`src/rtl/rf_write_arbiter.sv`:
```
// Register-file write-port arbiter: WB has priority, divider results queue in a small FIFO,
// and a per-register busy scoreboard stalls ID. Optional RF_ARB_BYPASS_EN writes a divider result straight through when idle.
module rf_write_arbiter #(
  parameter int FIFO_DEPTH = 2
) (
  input  logic                          clk,
  input  logic                          rst_n,
  input  logic                          wb_reg_write_i,
  input  logic [4:0]                    wb_rd_addr_i,
  input  logic [31:0]                   wb_data_i,
  input  logic                          div_valid_i,
  output logic                          div_ready_o,
  input  logic [4:0]                    div_rd_addr_i,
  input  logic [31:0]                   div_data_i,
  input  logic                          issue_i,
  input  logic [4:0]                    issue_rd_i,
  input  logic [4:0]                    id_rs1_addr_i,
  input  logic [4:0]                    id_rs2_addr_i,
  input  logic [4:0]                    id_rd_addr_i,
  output logic                          id_stall_o,
  output logic                          rf_wen_o,
  output logic [4:0]                    rf_rd_addr_o,
  output logic [31:0]                   rf_rd_data_o,
  output logic [$clog2(FIFO_DEPTH):0]   fifo_count_o
);

  localparam int PW = $clog2(FIFO_DEPTH);
  localparam int CW = $clog2(FIFO_DEPTH) + 1;

  logic [CW-1:0] count_q, count_d;
  logic [PW-1:0] wr_ptr_q, wr_ptr_d;
  logic [PW-1:0] rd_ptr_q, rd_ptr_d;
  logic [31:0]   busy_q, busy_d;
  logic          rf_wen_q, rf_wen_d;
  logic [4:0]    rf_addr_q, rf_addr_d;
  logic [31:0]   rf_data_q, rf_data_d;

  logic [4:0]    fifo_rd_q   [FIFO_DEPTH];
  logic [31:0]   fifo_data_q [FIFO_DEPTH];

  logic          full, empty, push, pop, bypass, push_fifo;
  logic [4:0]    head_rd;
  logic [31:0]   head_data;

  always_comb begin
    full      = (count_q == CW'(FIFO_DEPTH));
    empty     = (count_q == '0);
    push      = div_valid_i && !full;
`ifdef RF_ARB_BYPASS_EN
    bypass    = push && empty && !wb_reg_write_i;
`else
    bypass    = 1'b0;
`endif
    pop       = !wb_reg_write_i && !empty;
    push_fifo = push && !bypass;
    head_rd   = fifo_rd_q[rd_ptr_q];
    head_data = fifo_data_q[rd_ptr_q];

    rf_wen_d  = 1'b0;
    rf_addr_d = rf_addr_q;
    rf_data_d = rf_data_q;
    if (wb_reg_write_i) begin
      rf_wen_d  = (wb_rd_addr_i != 5'd0);
      rf_addr_d = wb_rd_addr_i;
      rf_data_d = wb_data_i;
    end else if (pop) begin
      rf_wen_d  = (head_rd != 5'd0);
      rf_addr_d = head_rd;
      rf_data_d = head_data;
    end else if (bypass) begin
      rf_wen_d  = (div_rd_addr_i != 5'd0);
      rf_addr_d = div_rd_addr_i;
      rf_data_d = div_data_i;
    end

    // Clears first so a same-cycle issue to the same register keeps it busy.
    busy_d = busy_q;
    if (pop)    busy_d[head_rd]       = 1'b0;
    if (bypass) busy_d[div_rd_addr_i] = 1'b0;
    if (issue_i && (issue_rd_i != 5'd0)) busy_d[issue_rd_i] = 1'b1;
    busy_d[0] = 1'b0;

    count_d  = count_q + CW'(push_fifo) - CW'(pop);
    wr_ptr_d = wr_ptr_q + PW'(push_fifo);
    rd_ptr_d = rd_ptr_q + PW'(pop);
  end

  always_ff @(posedge clk or negedge rst_n) begin
    if (!rst_n) begin
      count_q   <= '0;
      wr_ptr_q  <= '0;
      rd_ptr_q  <= '0;
      busy_q    <= '0;
      rf_wen_q  <= 1'b0;
      rf_addr_q <= '0;
      rf_data_q <= '0;
    end else begin
      count_q   <= count_d;
      wr_ptr_q  <= wr_ptr_d;
      rd_ptr_q  <= rd_ptr_d;
      busy_q    <= busy_d;
      rf_wen_q  <= rf_wen_d;
      rf_addr_q <= rf_addr_d;
      rf_data_q <= rf_data_d;
    end
  end

  // Buffer storage is data only; validity is tracked by the pointers and count.
  always_ff @(posedge clk) begin
    if (push_fifo) begin
      fifo_rd_q[wr_ptr_q]   <= div_rd_addr_i;
      fifo_data_q[wr_ptr_q] <= div_data_i;
    end
  end

  assign div_ready_o  = !full;
  assign id_stall_o   = full | busy_q[id_rs1_addr_i] | busy_q[id_rs2_addr_i] | busy_q[id_rd_addr_i];
  assign rf_wen_o     = rf_wen_q;
  assign rf_rd_addr_o = rf_addr_q;
  assign rf_rd_data_o = rf_data_q;
  assign fifo_count_o = count_q;

endmodule

```
`config.mk`:
```
export PLATFORM = sky130hd
export DESIGN_NAME = rf_write_arbiter
export DESIGN_NICKNAME = d
export VERILOG_FILES = /design/src/rtl/rf_write_arbiter.sv
export SDC_FILE = /design/constraint.sdc
export NUM_CORES = 1
export LEC_CHECK = 0
export BUFFER_PORTS_ARGS = -buffer_cell sky130_fd_sc_hd__buf_4
export CELL_PAD_IN_SITES_DETAIL_PLACEMENT = 1
export CELL_PAD_IN_SITES_GLOBAL_PLACEMENT = 2
export CORE_ASPECT_RATIO = 0.6
export CORE_MARGIN = 5
export CORE_UTILIZATION = 34
export CTS_BUF_LIST = sky130_fd_sc_hd__clkbuf_4 sky130_fd_sc_hd__clkbuf_8
export DETAILED_ROUTE_END_ITERATION = 8
export PLACE_DENSITY_LB_ADDON = 0.05
export SLEW_MARGIN = 25
export SYNTH_ARGS = -nofsm -noshare
export SYNTH_HDL_FRONTEND = slang
export SYNTH_SLANG_ARGS = --single-unit
```
`constraint.sdc`:
```
create_clock -name clk -period 2 [get_ports clk]
set_input_delay 0.3 -clock clk [delete_from_list [all_inputs] [get_ports clk]]
set_output_delay 0.3 -clock clk [all_outputs]
set_load 0.01 [all_outputs]
```
After elaboration in Yosys (flattened, before gate mapping)
Memory sizes are Yosys's and may differ from the RTL's.
Index checks and enable logic that the tools add are counted.
{"block": "totals", "output_inout_bits": 42, "latchBits": 0, "inputBits": 99, "mem_bits_ro": 0, "mem_bits_rw": 74, "reg_bits": 73, "n_memories": 2, "word_cells": 60}
{"name": "fifo_data_q", "depth": 2, "word_bits": 32, "read_ports": 1, "rd_ports_with_merged_regs": 0, "wr": 1, "line": "39", "text": "logic [31:0] fifo_data_q [FIFO_DEPTH];"}
{"name": "fifo_rd_q", "depth": 2, "word_bits": 5, "read_ports": 1, "rd_ports_with_merged_regs": 0, "wr": 1, "line": "38", "text": "logic [4:0] fifo_rd_q [FIFO_DEPTH];"}
{"block": "classes", "reduce_logical": 13, "n_div": 0, "n_eq_ne": 1, "order_cmp": 7, "addsub": 4, "muxes": 20, "multipliers": 0, "shift": 0, "bitwise_logic": 6}
{"op": "two-way mux 32 bit", "count": 4}
{"op": "bitwise AND 32 bit", "count": 1}
{"op": "inverter 32 bit", "count": 1}
{"op": "OR 32 bit", "count": 1}
{"op": "less-than comparator 5 x 6 -> 1 bit, second input constant", "count": 5}
{"op": "binary-select mux 1 bit (select 5 bit)", "count": 3}
{"op": "nonzero test 5 bit", "count": 3}
{"op": "demux 1 bit (select 5 bit)", "count": 2}
{"op": "greater-or-equal comparator 5 x 1 -> 1 bit, second input constant", "count": 2}
{"op": "two-way mux 5 bit", "count": 2}
{"op": "two-way mux 1 bit", "count": 9}
{"op": "logical AND 1 bit", "count": 5}
{"op": "zero test 1 bit", "count": 3}
{"op": "OR 1 bit", "count": 3}
{"op": "adder 1 bit", "count": 2}
{"op": "adder 2 x 1 -> 2 bit", "count": 1}
{"op": "== test 2 bit, second input constant", "count": 1}
{"op": "zero test 2 bit", "count": 1}
{"op": "nonzero test 2 bit", "count": 1}
{"op": "subtractor 2 x 1 -> 2 bit", "count": 1}

Longest topological paths before layout
Gate-level depths: netlist of the first run.
An unclocked memory read counts as a cell.
{"block": "depth", "word_depth": 10, "depth_mapped": 8, "mapped_depth_nobuf": 7}

Least setup slack after synthesis of the first run
Ideal clock, no wire load.
{"block": "synth_path", "kind": "register to register", "from": "reg count_q[0], in the netlist fifo_count_o[0]", "to": "mem fifo_data_q[1][0], enable pin", "arrival_ns": 1.728, "required_ns": 1.602, "setup_time_ns": 0.398, "path_stages_with_launch": 5, "period_less_slack_ns": 2.126, "n_path_buf": 0, "setup_slack_ns": -0.126, "cell_sequence": "dfrtp_1 nand2b_1 nand2_1 inv_1 ha_1"}
{"block": "synth_via", "elab_chain_cells": 5}
{"element": "from (decl)", "line": "30", "text": "logic [CW-1:0] count_q, count_d;"}
{"element": "from (signal assigned)", "line": "98", "text": "count_q <= count_d;"}
{"element": "== test 2 bit", "line": "46", "text": "full = (count_q == CW'(FIFO_DEPTH));"}
{"element": "zero test 1 bit"}
{"element": "named net div_ready_o", "line": "12", "text": "output logic div_ready_o,"}
{"element": "logical AND 1 bit", "line": "48", "text": "push = div_valid_i && !full;"}
{"element": "two-way mux 1 bit", "line": "110", "text": "if (push_fifo) begin"}
{"element": "two-way mux 1 bit (not written as such)", "line": "112", "text": "fifo_data_q[wr_ptr_q] <= div_data_i;"}
{"element": "to (decl)", "line": "39"}
The timed path passes the listed nets, and every way through them passes these cells.

Final worst setup path of the first run
{"block": "layout_path", "from": "reg busy_q[24]", "to": "out id_stall_o"}
{"block": "layout_via", "elab_chain_cells": 5, "elab_cells_between_ends": 9, "cone_classes": "6 x mux; 3 x bitwise"}
{"element": "from (decl)", "line": "33", "text": "logic [31:0] busy_q, busy_d;"}
{"element": "from (signal assigned)", "line": "101", "text": "busy_q <= busy_d;"}
{"element": "binary-select mux 1 bit (select 5 bit)", "line": "117", "text": "assign id_stall_o = full | busy_q[id_rs1_addr_i] | busy_q[id_rs2_addr_i] | busy_q[id_rd_addr_i];"}
{"element": "two-way mux 1 bit (not written as such)", "line": "117"}
{"element": "OR 1 bit (2 in series)", "line": "117"}
{"element": "OR 1 bit *", "line": "117"}
{"element": "to (decl)", "line": "20", "text": "output logic id_stall_o,"}
Every way passes the cells marked *; elsewhere a longest branch is shown, timed or not. The select of a mux whose other input is x is not followed.

==> summary.md, run 1 <==
| Metric | Value |
|---|---|
| Status | finished with violations |
| Failing checks | negative setup slack |
| Most common cell after layout, fill and taps aside | buf_4 |
| DRC | 0 |
| Worst skew pair latency | 450 ps |
| Placement Rows | 39 |
| CP Buf/Inv Count | 1 |
| Core area | 19200 um^2 |
| Endpoints failing hold | 0 |
| Clk buf depth | 2 |
| Synth-to-layout area growth | 35.2% |
| CP Launch Type | register |
| Final WL | 21400 um |
| Post-Layout Cell Count | 1036 |
| Crit. End Element | primary output |
| Drt first-iter violations | 239 |
| VDD IR max | 0.000678 V |
| Cell Area, Synth | 6720 um^2 |
| TritonCTS clock tree | built |
| Synth Area in Compound Gates | 0.121 |
| Post-Syn Instances | 556 |
| Seq/Total Area, Yosys | 0.603 |
| Crit-path cells | mux4_2 > o211ai_2 > nor2b_1 > nor4_2 > nand4_1 > buf_4 |
| Nets | 859 |
| Critical path's largest stage delay | 490 ps |
| Leak | 3.79 nW |
| Die width | 191 um |
| Critical path required time | 1700 ps |
| Post-Syn Area per Cell | 12.1 um^2 |
| Post-synthesis mux area share | 0.138 |
| Post-synthesis simple-gate area fraction | 0.0976 |
| GRT Residual Overflow | 0 |
| Fmax | 405 MHz |
| Worst setup path class | reg2out |
| Period minus WS final | 2470 ps |
| Yosys cell types | 42 |
| Clock skew | 13.8 ps |
| CTS H-Tree Depth | 4 |
| CP max FO | 3 |
| Initial antenna violation count | 1 |
| DP Cell Count | 970 |
| Slew @ Worst Pin | 748 ps |
| CTS root buffer | clkbuf_8 |
| Crit path DAT | 2170 ps |
| Final worst path period share | 1.24 |
| Largest net degree at the start of global routing | 47 |
| Initial Util | 0.349 |
| All-Layer GR Usage | 0.192 |
| Drt first pass iters | 4 |
| Critical path's slowest cell | mux4_2 |
| Vias in the first global route | 5711 |
| Adder-cell share of the synthesized area | 0.00745 |
| Largest delay share family, worst path | multiplexers |
| Worst rel slew slack | 0.489 |
| Ys Warns | 0 |
| Final core utilization | 0.472 |
| RSZ-0062 raised after global routing | yes |
| Share of cells above drive strength 1 | 0.320 |
| Power Density | 1290 nW/um^2 |
| # setup viols final | 1 |
| Die Ht | 119 um |
| Max Cap Violations | 0 |
| Syn Nets | 659 |
| PortBufs | 140 |
| Post-DP HPWL | 16500 um |
| Seq cells post-synth | 147 |
| Largest family of logic cells by synthesized area | multiplexers |
| Clock tree sinks | 147 |
| Final GP Congestion | 0.973 |
| I/O Pins | 141 |
| WL/cell | 20.7 um |
| Detail Route Antenna Nets | 0 |
| Total CTS buffers | 17 |
| Die area | 22800 um^2 |
| Routed vias/inst | 5.07 |
| XOR/XNOR Fraction of Synth Area | 0.00391 |
| Most frequent cells in the layout | buf_4 (174), o21ai_0 (105), edfxtp_1 (74) |
| Final Max Tran Viols | 0 |
| First-pass GRT wire length | 33300 um |
| Via count | 5248 |
| Fill cells | 2107 |
| Worst min-delay path class | in2reg |
| Clock Pin Slew Worst Setup and Hold Paths | 90 ps |
| Setup slack after layout | -470 ps |
## report_power, final
part	internal (mW)	switching, mW	total, mW
combinational	2.06	2.29	4.34
clock	1.30	1.17	2.47
sequential	4.19	0.751	4.94
total	7.55	4.20	11.7
## synth_stat cells
cell type | instances | area share
o31ai_1 | 1 | 0.0011
buf_2 | 7 | 0.0052
nor3_1 | 3 | 0.0022
or4_1 | 1 | 0.0011
edfxtp_1 | 74 | 0.33
dfrtp_1 | 73 | 0.27
nor2b_1 | 13 | 0.012
o21ai_1 | 1 | 0.00074
mux2_2 | 7 | 0.012
a221oi_1 | 3 | 0.0039
nand2b_1 | 4 | 0.0037
nand2_1 | 57 | 0.032
nand3b_1 | 3 | 0.0034
or2_2 | 2 | 0.0019
buf_6 | 3 | 0.0050
nand3_1 | 8 | 0.0060
a22oi_1 | 1 | 0.0011
and3_1 | 1 | 0.00093
clkbuf_1 | 15 | 0.0084
inv_1 | 9 | 0.0050
a2111oi_0 | 4 | 0.0052
mux4_2 | 13 | 0.044
o211ai_2 | 1 | 0.0019
a311oi_1 | 1 | 0.0013
buf_4 | 4 | 0.0045
buf_1 | 1 | 0.00056
nor3b_1 | 3 | 0.0034
nand4_1 | 3 | 0.0028
nand4b_1 | 1 | 0.0013
mux2i_1 | 45 | 0.067
nor2_1 | 39 | 0.022
and4b_1 | 1 | 0.0015
mux4_1 | 4 | 0.016
a21oi_1 | 32 | 0.024
a32o_1 | 1 | 0.0015
nor4_1 | 2 | 0.0019
xor2_1 | 1 | 0.0013
nor4_2 | 1 | 0.0019
xnor2_1 | 2 | 0.0026
o21ai_0 | 106 | 0.079
ha_1 | 4 | 0.0075
o2111a_1 | 1 | 0.0017
## layout make-up
type	instances	area (um^2)	area share
Antenna cell	1	2.50	0.000276
Clock buffer	20	263	0.0289
Clock inverter	12	153	0.0168
Inverter	9	33.8	0.00372
Multi-Input combinational cell	370	2520	0.277
Sequential cell	147	4050	0.446
Tap cell	266	333	0.0367
Timing Repair Buffer	211	1730	0.190
## state kept, by name (all words and copies together) (netlist names)
signal        flops
wr_ptr_q          1
fifo_count_o      2
rf_rd_addr_o      5
rd_ptr_q          1
rf_rd_data_o     32
rf_wen_o          1
fifo_rd_q        10
busy_q           31
fifo_data_q      64
## per-layer routing
layer | routed length [um] | part of all wire | vias up | GRT usage
li1 | - | - | 2455 | -
met1 | 11000 | 0.51 | 2621 | 0.293
met2 | 8650 | 0.40 | 158 | 0.263
met3 | 1670 | 0.078 | 14 | 0.0667
met4 | 163 | 0.0076 | 0 | 0.0417
met5 | 0 | 0 | - | 0
## cells by family (layout without fill, tap and decap cells)
group / Yosys count / in the layout
compound gates: 152 / 152
xor+xnor: 3 / 3
fa+ha+maj: 4 / 4
buf+inv: 39 / 252
flops: 147 / 147
mux: 69 / 69
other cells: 0 / 1
simple gates: 142 / 142
## what timing repair did
item	CTS	global route
gates cloned	0	0
hold buffers	26	6
gates resized for setup	3	7
setup buffers	0	1
pin swaps	3	3
setup endpoints to repair	1	3
hold endpoints to repair	80	9
## metrics by stage
| step | setup slack, ps | setup TNS [ps] | area, um^2 | power [mW] | hold slack, ps |
|---|---|---|---|---|---|
| 2_1_floorplan | -126 | -9340 | 6720 | 7.19 | 4.41 |
| 3_3_place_gp | -102 | -102 | 8300 | 9.07 | 290 |
| 3_5_place_dp | -123 | -123 | 8300 | 9.25 | 295 |
| 4_1_cts | -513 | -513 | 8980 | 11.8 | 0.221 |
| 5_1_grt | -597 | -597 | 9080 | 12.5 | 0.404 |
| 6_report | -470 | -470 | 9080 | 11.7 | 39.7 |
## final timing paths
check / slack [ps] / from / endpoint / cells after the start
min reg2reg: 570 / rf_rd_data_o[21] / rf_rd_data_o[21] / 2
min: 40 / div_data_i[29] / fifo_data_q[0][29] / 1
max: -470 / busy_q[24] / id_stall_o / 6
max in group asynchronous: 850 / rst_n / rf_rd_data_o[16] / 3
max reg2reg: 70 / rd_ptr_q / busy_q[5] / 6
min in group asynchronous: 340 / rst_n / rf_rd_data_o[19] / 2
Note: power is estimated with default switching activity, not from simulation.
==> run 2: changes to the inputs <==
--- a/config.mk
+++ b/config.mk
@@ -9,7 +9,6 @@
 export CELL_PAD_IN_SITES_DETAIL_PLACEMENT = 1
 export CELL_PAD_IN_SITES_GLOBAL_PLACEMENT = 2
 export CORE_ASPECT_RATIO = 0.6
-export CORE_MARGIN = 5
 export CORE_UTILIZATION = 34
 export CTS_BUF_LIST = sky130_fd_sc_hd__clkbuf_4 sky130_fd_sc_hd__clkbuf_8
 export DETAILED_ROUTE_END_ITERATION = 8
==> summary.md, run 2 (synthesized netlist as in run 1, its figures left out) <==
| Metric | Value |
|---|---|
| Post-Layout Cell Count | 1003 (-3.2%) |
| DP Area | 8290 um^2 (-0.12%) |
| Clock tree sinks | 147 (unchanged) |
| PortBufs | 140 (unchanged) |
| CP Launch Type | register |
| Worst setup path class | reg2out |
| Largest delay share family, worst path | multiplexers |
| Met2 Use GR | 0.286 (+0.0228) |
| Vias in the first global route | 5485 (-4.0%) |
| Share of cells above drive strength 1 | 0.327 (+0.00711) |
| I/O Pins | 141 (unchanged) |
| VDD IR max | 0.000495 V (-27%) |
| Clock skew | 12.8 ps (-0.970 ps) |
| Final core utilization | 0.459 (-0.0136) |
| WL/cell | 20.0 um (-3.1%) |
| DP Cell Count | 967 (-0.31%) |
| Final GP Congestion | 0.927 (-4.7%) |
| Placement Rows | 39 (unchanged) |
| Final Max Tran Viols | 0 (unchanged) |
| Crit-path cells | mux4_2 > o2111a_1 > nor4_2 > nand4_1 > buf_4 |
| Crit path DAT | 2170 ps (about the same) |
| First-pass GRT wire length | 31900 um (-4.4%) |
| RSZ-0062 raised after global routing | yes |
| CP max FO | 4 (+1) |
| Most common cell after layout, fill and taps aside | buf_4 |
| Failing checks | negative setup slack |
| Status | finished with violations |
| Critical path's largest stage delay | 480 ps (about the same) |
| Critical path required time | 1700 ps (about the same) |
| CTS root buffer | clkbuf_8 |
| Nets | 827 (-3.7%) |
| Endpoints failing hold | 0 (unchanged) |
| GRT Residual Overflow | 0 (unchanged) |
| Drt first-iter violations | 309 (+29%) |
| Via count | 5159 (-1.7%) |
| DRC | 0 (unchanged) |
| Worst rel slew slack | 0.548 (+0.0594) |
| Busiest grt layer | met1 |
| Leak | 3.65 nW (-3.7%) |
| CTS H-Tree Depth | 4 (unchanged) |
| CP Buf/Inv Count | 1 (unchanged) |
| Max Cap Violations | 0 (unchanged) |
| Die width | 183 um (-4.2%) |
| Setup Fix Bufs, Post-CTS | 0 (unchanged) |
| Synth-to-layout area growth | 31.0% |
| Setup tns final | -468 ps (+2.43 ps) |
| Crit. End Element | primary output |
| Slew @ Worst Pin | 678 ps (-69.8 ps) |
| Routed vias/inst | 5.14 (+1.5%) |
| Initial antenna violation count | 0 (-1) |
| Largest register FFs | 64 (unchanged) |
| Post-DP HPWL | 15300 um (-7.6%) |
| # setup viols final | 1 (unchanged) |
| Largest reg by FF count | fifo_data_q |
| Fmax | 405 MHz (about the same) |
| Finished Cell Area | 8800 um^2 (-3.1%) |
| Die area | 20300 um^2 (-11%) |
| Critical path's slowest cell | mux4_2 |
| GR met3 Demand/Resource | 0.0746 (+0.00791) |
| Initial Util | 0.350 (+0.000889) |
| Met1 usage | 0.319 (+0.0266) |
| Drt first pass iters | 4 (unchanged) |
| Total CTS buffers | 17 (unchanged) |
| Largest net degree at the start of global routing | 76 (+62%) |
| Diode count | 0 (-1) |
| Setup slack after layout | -468 ps (+2.43 ps) |
| Period minus WS final | 2470 ps (-2.43 ps) |
| All-Layer GR Usage | 0.211 (+0.0193) |
| Die Ht | 111 um (-6.7%) |
| Worst skew pair latency | 440 ps (about the same) |
| Worst min-delay path class | in2reg |
| Clk buf depth | 2 (unchanged) |
| Core area | 19200 um^2 (-0.25%) |
| Most frequent cells in the layout | buf_4 (169), o21ai_0 (105), edfxtp_1 (74) |
| Final worst path period share | 1.23 (about the same) |
| Clock Pin Slew Worst Setup and Hold Paths | 90 ps (about the same) |
| Final WL | 20100 um (-6.2%) |
| TritonCTS clock tree | built |
| Detail Route Antenna Nets | 0 (unchanged) |
| Power Density | 1330 nW/um^2 (+3.1%) |
-- run 2: cell count changes in the layout (fill, tap and decap cells not counted), moves of 2 or more --
cell           delta
buf_4             -5
clkinvlp_4        +3
clkbuf_4          -2
inv_4             -2
dlygate4sd3_1    -28
-- run 2: final timing paths --
path,from,endpoint,slack (ps),cells after the start
max,busy_q[15],id_stall_o,-470,5
min,div_data_i[30],fifo_data_q[0][30],40,1
max reg2reg,rd_ptr_q,busy_q[27],170,6
min reg2reg,rf_rd_data_o[24],rf_rd_data_o[24],570,2
max in group asynchronous,rst_n,rf_rd_data_o[21],950,3
min in group asynchronous,rst_n,busy_q[7],360,2
-- run 2: stage by stage --
step	hold slack (ps)	worst slack, ps	total power [mW]
2_1_floorplan	4.41	-126	7.19
3_3_place_gp	291	-97.5	9.08
4_1_cts	7.50	-485	11.9
5_1_grt	0.382	-605	12.5
3_5_place_dp	303	-118	9.24
6_report	42.5	-468	11.7
-- run 2: worst register-to-register path, cell delays in order, from the launching register on --
cell and delay [ps]:
dfrtp_2 460, buf_4 190, mux2i_1 140, nor3_1 320, nand2_2 240, o21ai_0 250, o21ai_0 110
-- run 2: what timing repair did --
item                                   in CTS  in global routing
hold buffers                                1                  3
pin swaps                                   0                  4
gates resized for setup                     6                  3
setup endpoints to repair                   1                  4
endpoints found under the hold margin      35                  6
-- run 2: report_power, final --
group	total [mW]	switching, mW	internal [mW]
registers	4.85	0.667	4.19
clock network	2.57	1.20	1.37
logic	4.31	2.29	2.02
total	11.7	4.16	7.58
-- run 2: layout make-up --
class / count / area, um^2
Multi-Input combinational cell: 370 / 2510
Clock buffer: 17 / 234
Clock inverter: 15 / 205
Timing Repair Buffer: 179 / 1430
Inverter: 9 / 33.8
Sequential cell: 147 / 4050
Tap cell: 266 / 333
Fill cell: 2052 / 10400
-- run 2: per-layer routing --
layer  routed length [um]  up-vias
met1                10000     2597
met4                  159        0
li1                     -     2396
met2                 8120      156
met3                 1820       10
met5                    0        -
==> run 3: changes to the inputs <==
--- a/config.mk
+++ b/config.mk
@@ -5,11 +5,11 @@
 export SDC_FILE = /design/constraint.sdc
 export NUM_CORES = 1
 export LEC_CHECK = 0
-export BUFFER_PORTS_ARGS = -buffer_cell sky130_fd_sc_hd__buf_4
+export BUFFER_PORTS_ARGS = -buffer_cell sky130_fd_sc_hd__buf_2
 export CELL_PAD_IN_SITES_DETAIL_PLACEMENT = 1
 export CELL_PAD_IN_SITES_GLOBAL_PLACEMENT = 2
 export CORE_ASPECT_RATIO = 0.6
-export CORE_UTILIZATION = 34
+export CORE_UTILIZATION = 37
 export CTS_BUF_LIST = sky130_fd_sc_hd__clkbuf_4 sky130_fd_sc_hd__clkbuf_8
 export DETAILED_ROUTE_END_ITERATION = 8
 export PLACE_DENSITY_LB_ADDON = 0.05
==> constraint.sdc (replaced) <==
create_clock -name clk -period 2.3 [get_ports clk]
set_input_delay 0.345 -clock clk [delete_from_list [all_inputs] [get_ports clk]]
set_output_delay 0.345 -clock clk [all_outputs]
set_load 0.01 [all_outputs]
==> summary.md, run 3 (synthesized netlist as in run 1, its figures left out) <==
| Metric | Value |
|---|---|
| CP max FO | 4 (unchanged) |
| Crit-path cells | mux4_2 > o21ai_2 > nor2b_1 > nor4_2 > nand4_1 > buf_2 |
| Endpoints failing hold | 0 (unchanged) |
| Pre-CTS WS | 6.23 ps (+124 ps) |
| Worst rel slew slack | 0.550 (+0.00160) |
| Most common cell after layout, fill and taps aside | buf_2 |
| Status | finished with violations |
| Initial Util | 0.385 (+0.0346) |
| CTS H-Tree Depth | 4 (unchanged) |
| Slew @ Worst Pin | 676 ps (-2.39 ps) |
| Final Max Tran Viols | 0 (unchanged) |
| Vias in the first global route | 5239 (-4.5%) |
| Share of cells above drive strength 1 | 0.316 (-0.0114) |
| Die area | 18700 um^2 (-8.0%) |
| Core area | 17500 um^2 (-9.0%) |
| Initial antenna violation count | 5 (+5) |
| Clock Pin Slew Worst Setup and Hold Paths | 100 ps (about the same) |
| WL/cell | 20.5 um (+2.5%) |
| Post-DP HPWL | 14500 um (-5.1%) |
| Drt first-iter violations | 363 (+17%) |
| Power Density | 1200 nW/um^2 (-10%) |
| VDD IR max | 0.000413 V (-17%) |
| Crit. End Element | primary output |
| Clock tree sinks | 147 (unchanged) |
| Crit path DAT | 2230 ps (+60 ps) |
| Final worst path period share | 1.12 |
| RSZ-0062 raised after global routing | yes |
| All-Layer GR Usage | 0.223 (+0.0115) |
| Gate power share | 0.330 (-0.037) |
| Post-Route M1 WL | 9680 um (-3.3%) |
| Worst skew pair latency | 470 ps (+30 ps) |
| CTS root buffer | clkbuf_8 |
| Worst setup path class | reg2out |
| Part of the power in the clock network | 0.215 (-0.004) |
| First-pass GRT wire length | 30400 um (-4.5%) |
| GRT Residual Overflow | 0 (unchanged) |
| Setup Fix Bufs, Post-CTS | 0 (unchanged) |
| Total CTS buffers | 17 (unchanged) |
| Period minus WS final | 2580 ps |
| Setup slack after layout | -279 ps (+189 ps) |
| Max Cap Violations | 0 (unchanged) |
| Top Layer Used | met5 |
| Final GP Congestion | 0.925 (-0.20%) |
| # setup viols final | 1 (unchanged) |
| Final WL | 19500 um (-2.8%) |
| TritonCTS clock tree | built |
| Switching pwr | 3.73 mW (-10%) |
| Largest reg by FF count | fifo_data_q |
| Largest register FFs | 64 (unchanged) |
| Nets | 803 (-2.9%) |
| WL met2 | 7600 um (-6.4%) |
| Synth-to-layout area growth | 21.4% |
| Fill cells | 1909 (-7.0%) |
| Clk buf depth | 2 (unchanged) |
| Seq pwr share | 0.456 (+0.043) |
| PortBufs | 140 (unchanged) |
| Fmax | 388 MHz |
| Worst min-delay path class | in2reg |
| Failing checks | negative setup slack |
| Clock skew | 15.4 ps (+2.60 ps) |
| Largest net degree at the start of global routing | 75 (-1.3%) |
| Critical path's largest stage delay | 500 ps (+20 ps) |
| Placement Rows | 37 (-5.1%) |
| Metal3 WL | 2110 um (+16%) |
| DRC | 0 (unchanged) |
| Routed vias/inst | 5.32 (+3.5%) |
| Sw Ratio | 0.381 (+0.0265) |
| Detail Route Antenna Nets | 0 (unchanged) |
| Die Ht | 106 um (-4.1%) |
| Most frequent cells in the layout | buf_2 (139), o21ai_0 (105), edfxtp_1 (74) |
| Drt first pass iters | 6 (+2) |
| Int Pwr | 6.06 mW (-20%) |
| CP Launch Type | register |
| Final core utilization | 0.467 (+0.00825) |
| Via count | 5061 (-1.9%) |
| Die width | 176 um (-4.1%) |
| Critical path's slowest cell | mux4_2 |
| Critical path required time | 1960 ps (+260 ps) |
| I/O Pins | 141 (unchanged) |
| Leak | 3.37 nW (-7.5%) |
-- run 3: cell types whose count changed in the layout (fill, tap and decap cells not counted), moves of 3 or more --
cell	previous run	this run
diode_2	0	4
buf_4	169	13
dfrtp_1	72	64
nand2_1	54	57
dlygate4sd3_1	4	1
nand2_2	3	0
dfrtp_2	1	9
buf_2	0	139
buf_12	6	2
-- run 3: path summary, 6_finish.rpt --
check / start / to / slack, ps / cells after the start
setup / recovery: busy_q[14] / id_stall_o / -280 / 6
hold / removal: div_data_i[17] / fifo_data_q[1][17] / 60 / 1
setup reg to reg: rd_ptr_q / busy_q[8] / 370 / 4
hold reg to reg: rf_rd_data_o[21] / rf_rd_data_o[21] / 570 / 2
max in group asynchronous: rst_n / rf_rd_data_o[10] / 1040 / 3
min in group asynchronous: rst_n / rf_rd_data_o[18] / 440 / 2
-- run 3: metrics by stage --
step | total power, mW | setup TNS, ps | hold slack, ps | cells | area, um^2
after floorplan | 6.25 | 0 | 49.4 | 556 | 6720
after global placement | 7.55 | 0 | 418 | 914 | 7700
after detailed placement | 7.70 | 0 | 420 | 914 | 7700
after CTS | 9.83 | -314 | 32.7 | 947 | 8130
after global routing | 10.5 | -403 | 19.6 | 948 | 8140
final | 9.79 | -279 | 63.5 | 951 | 8150
-- run 3: power groups by stage --
| stage | combinational [mW] | clock, mW | sequential, mW |
|---|---|---|---|
| global route | 3.65 | 2.26 | 4.54 |
| detailed placement | 3.25 | 0 | 4.46 |
| global placement | 3.16 | 0 | 4.39 |
| finish | 3.23 | 2.10 | 4.46 |
| CTS | 3.28 | 2.15 | 4.41 |
| floorplan | 2.10 | 0 | 4.15 |
-- run 3: area by class of cell --
| class | instances | area [um^2] | share of cell area |
|---|---|---|---|
| sequential | 147 | 4060 | 0.498 |
| multi-input combinational | 370 | 2500 | 0.307 |
| timing repair buffer | 155 | 843 | 0.103 |
| tap | 234 | 293 | 0.0359 |
| clock buffer | 18 | 241 | 0.0296 |
| clock inverter | 14 | 165 | 0.0203 |
| inverter | 9 | 33.8 | 0.00415 |
| antenna | 4 | 10.0 | 0.00123 |
-- run 3: repair_timing --
| action | CTS | global route |
|---|---|---|
| endpoints found under the setup margin | 1 | 1 |
| cloned | 0 | 0 |
| hold buffers | 1 | 0 |
| gates resized for setup | 9 | 4 |
| endpoints found under the hold margin | 47 | 0 |
| pin swaps | 1 | 0 |
-- run 3: worst max-delay path, delay by kind of cell (launching register included) --
kind	cells	cell delay [ps]
AND/OR/NAND/NOR	3	490
multiplexers	1	500
flip-flops	1	470
AO/OA/AOI/OAI	1	150
buffers and inverters	1	160
-- run 3: metal layers --
metal | vias up | track usage
li1 | 2349 | -
met4 | 4 | 0.0559
met3 | 13 | 0.0962
met5 | - | 0
met1 | 2518 | 0.337
met2 | 177 | 0.283
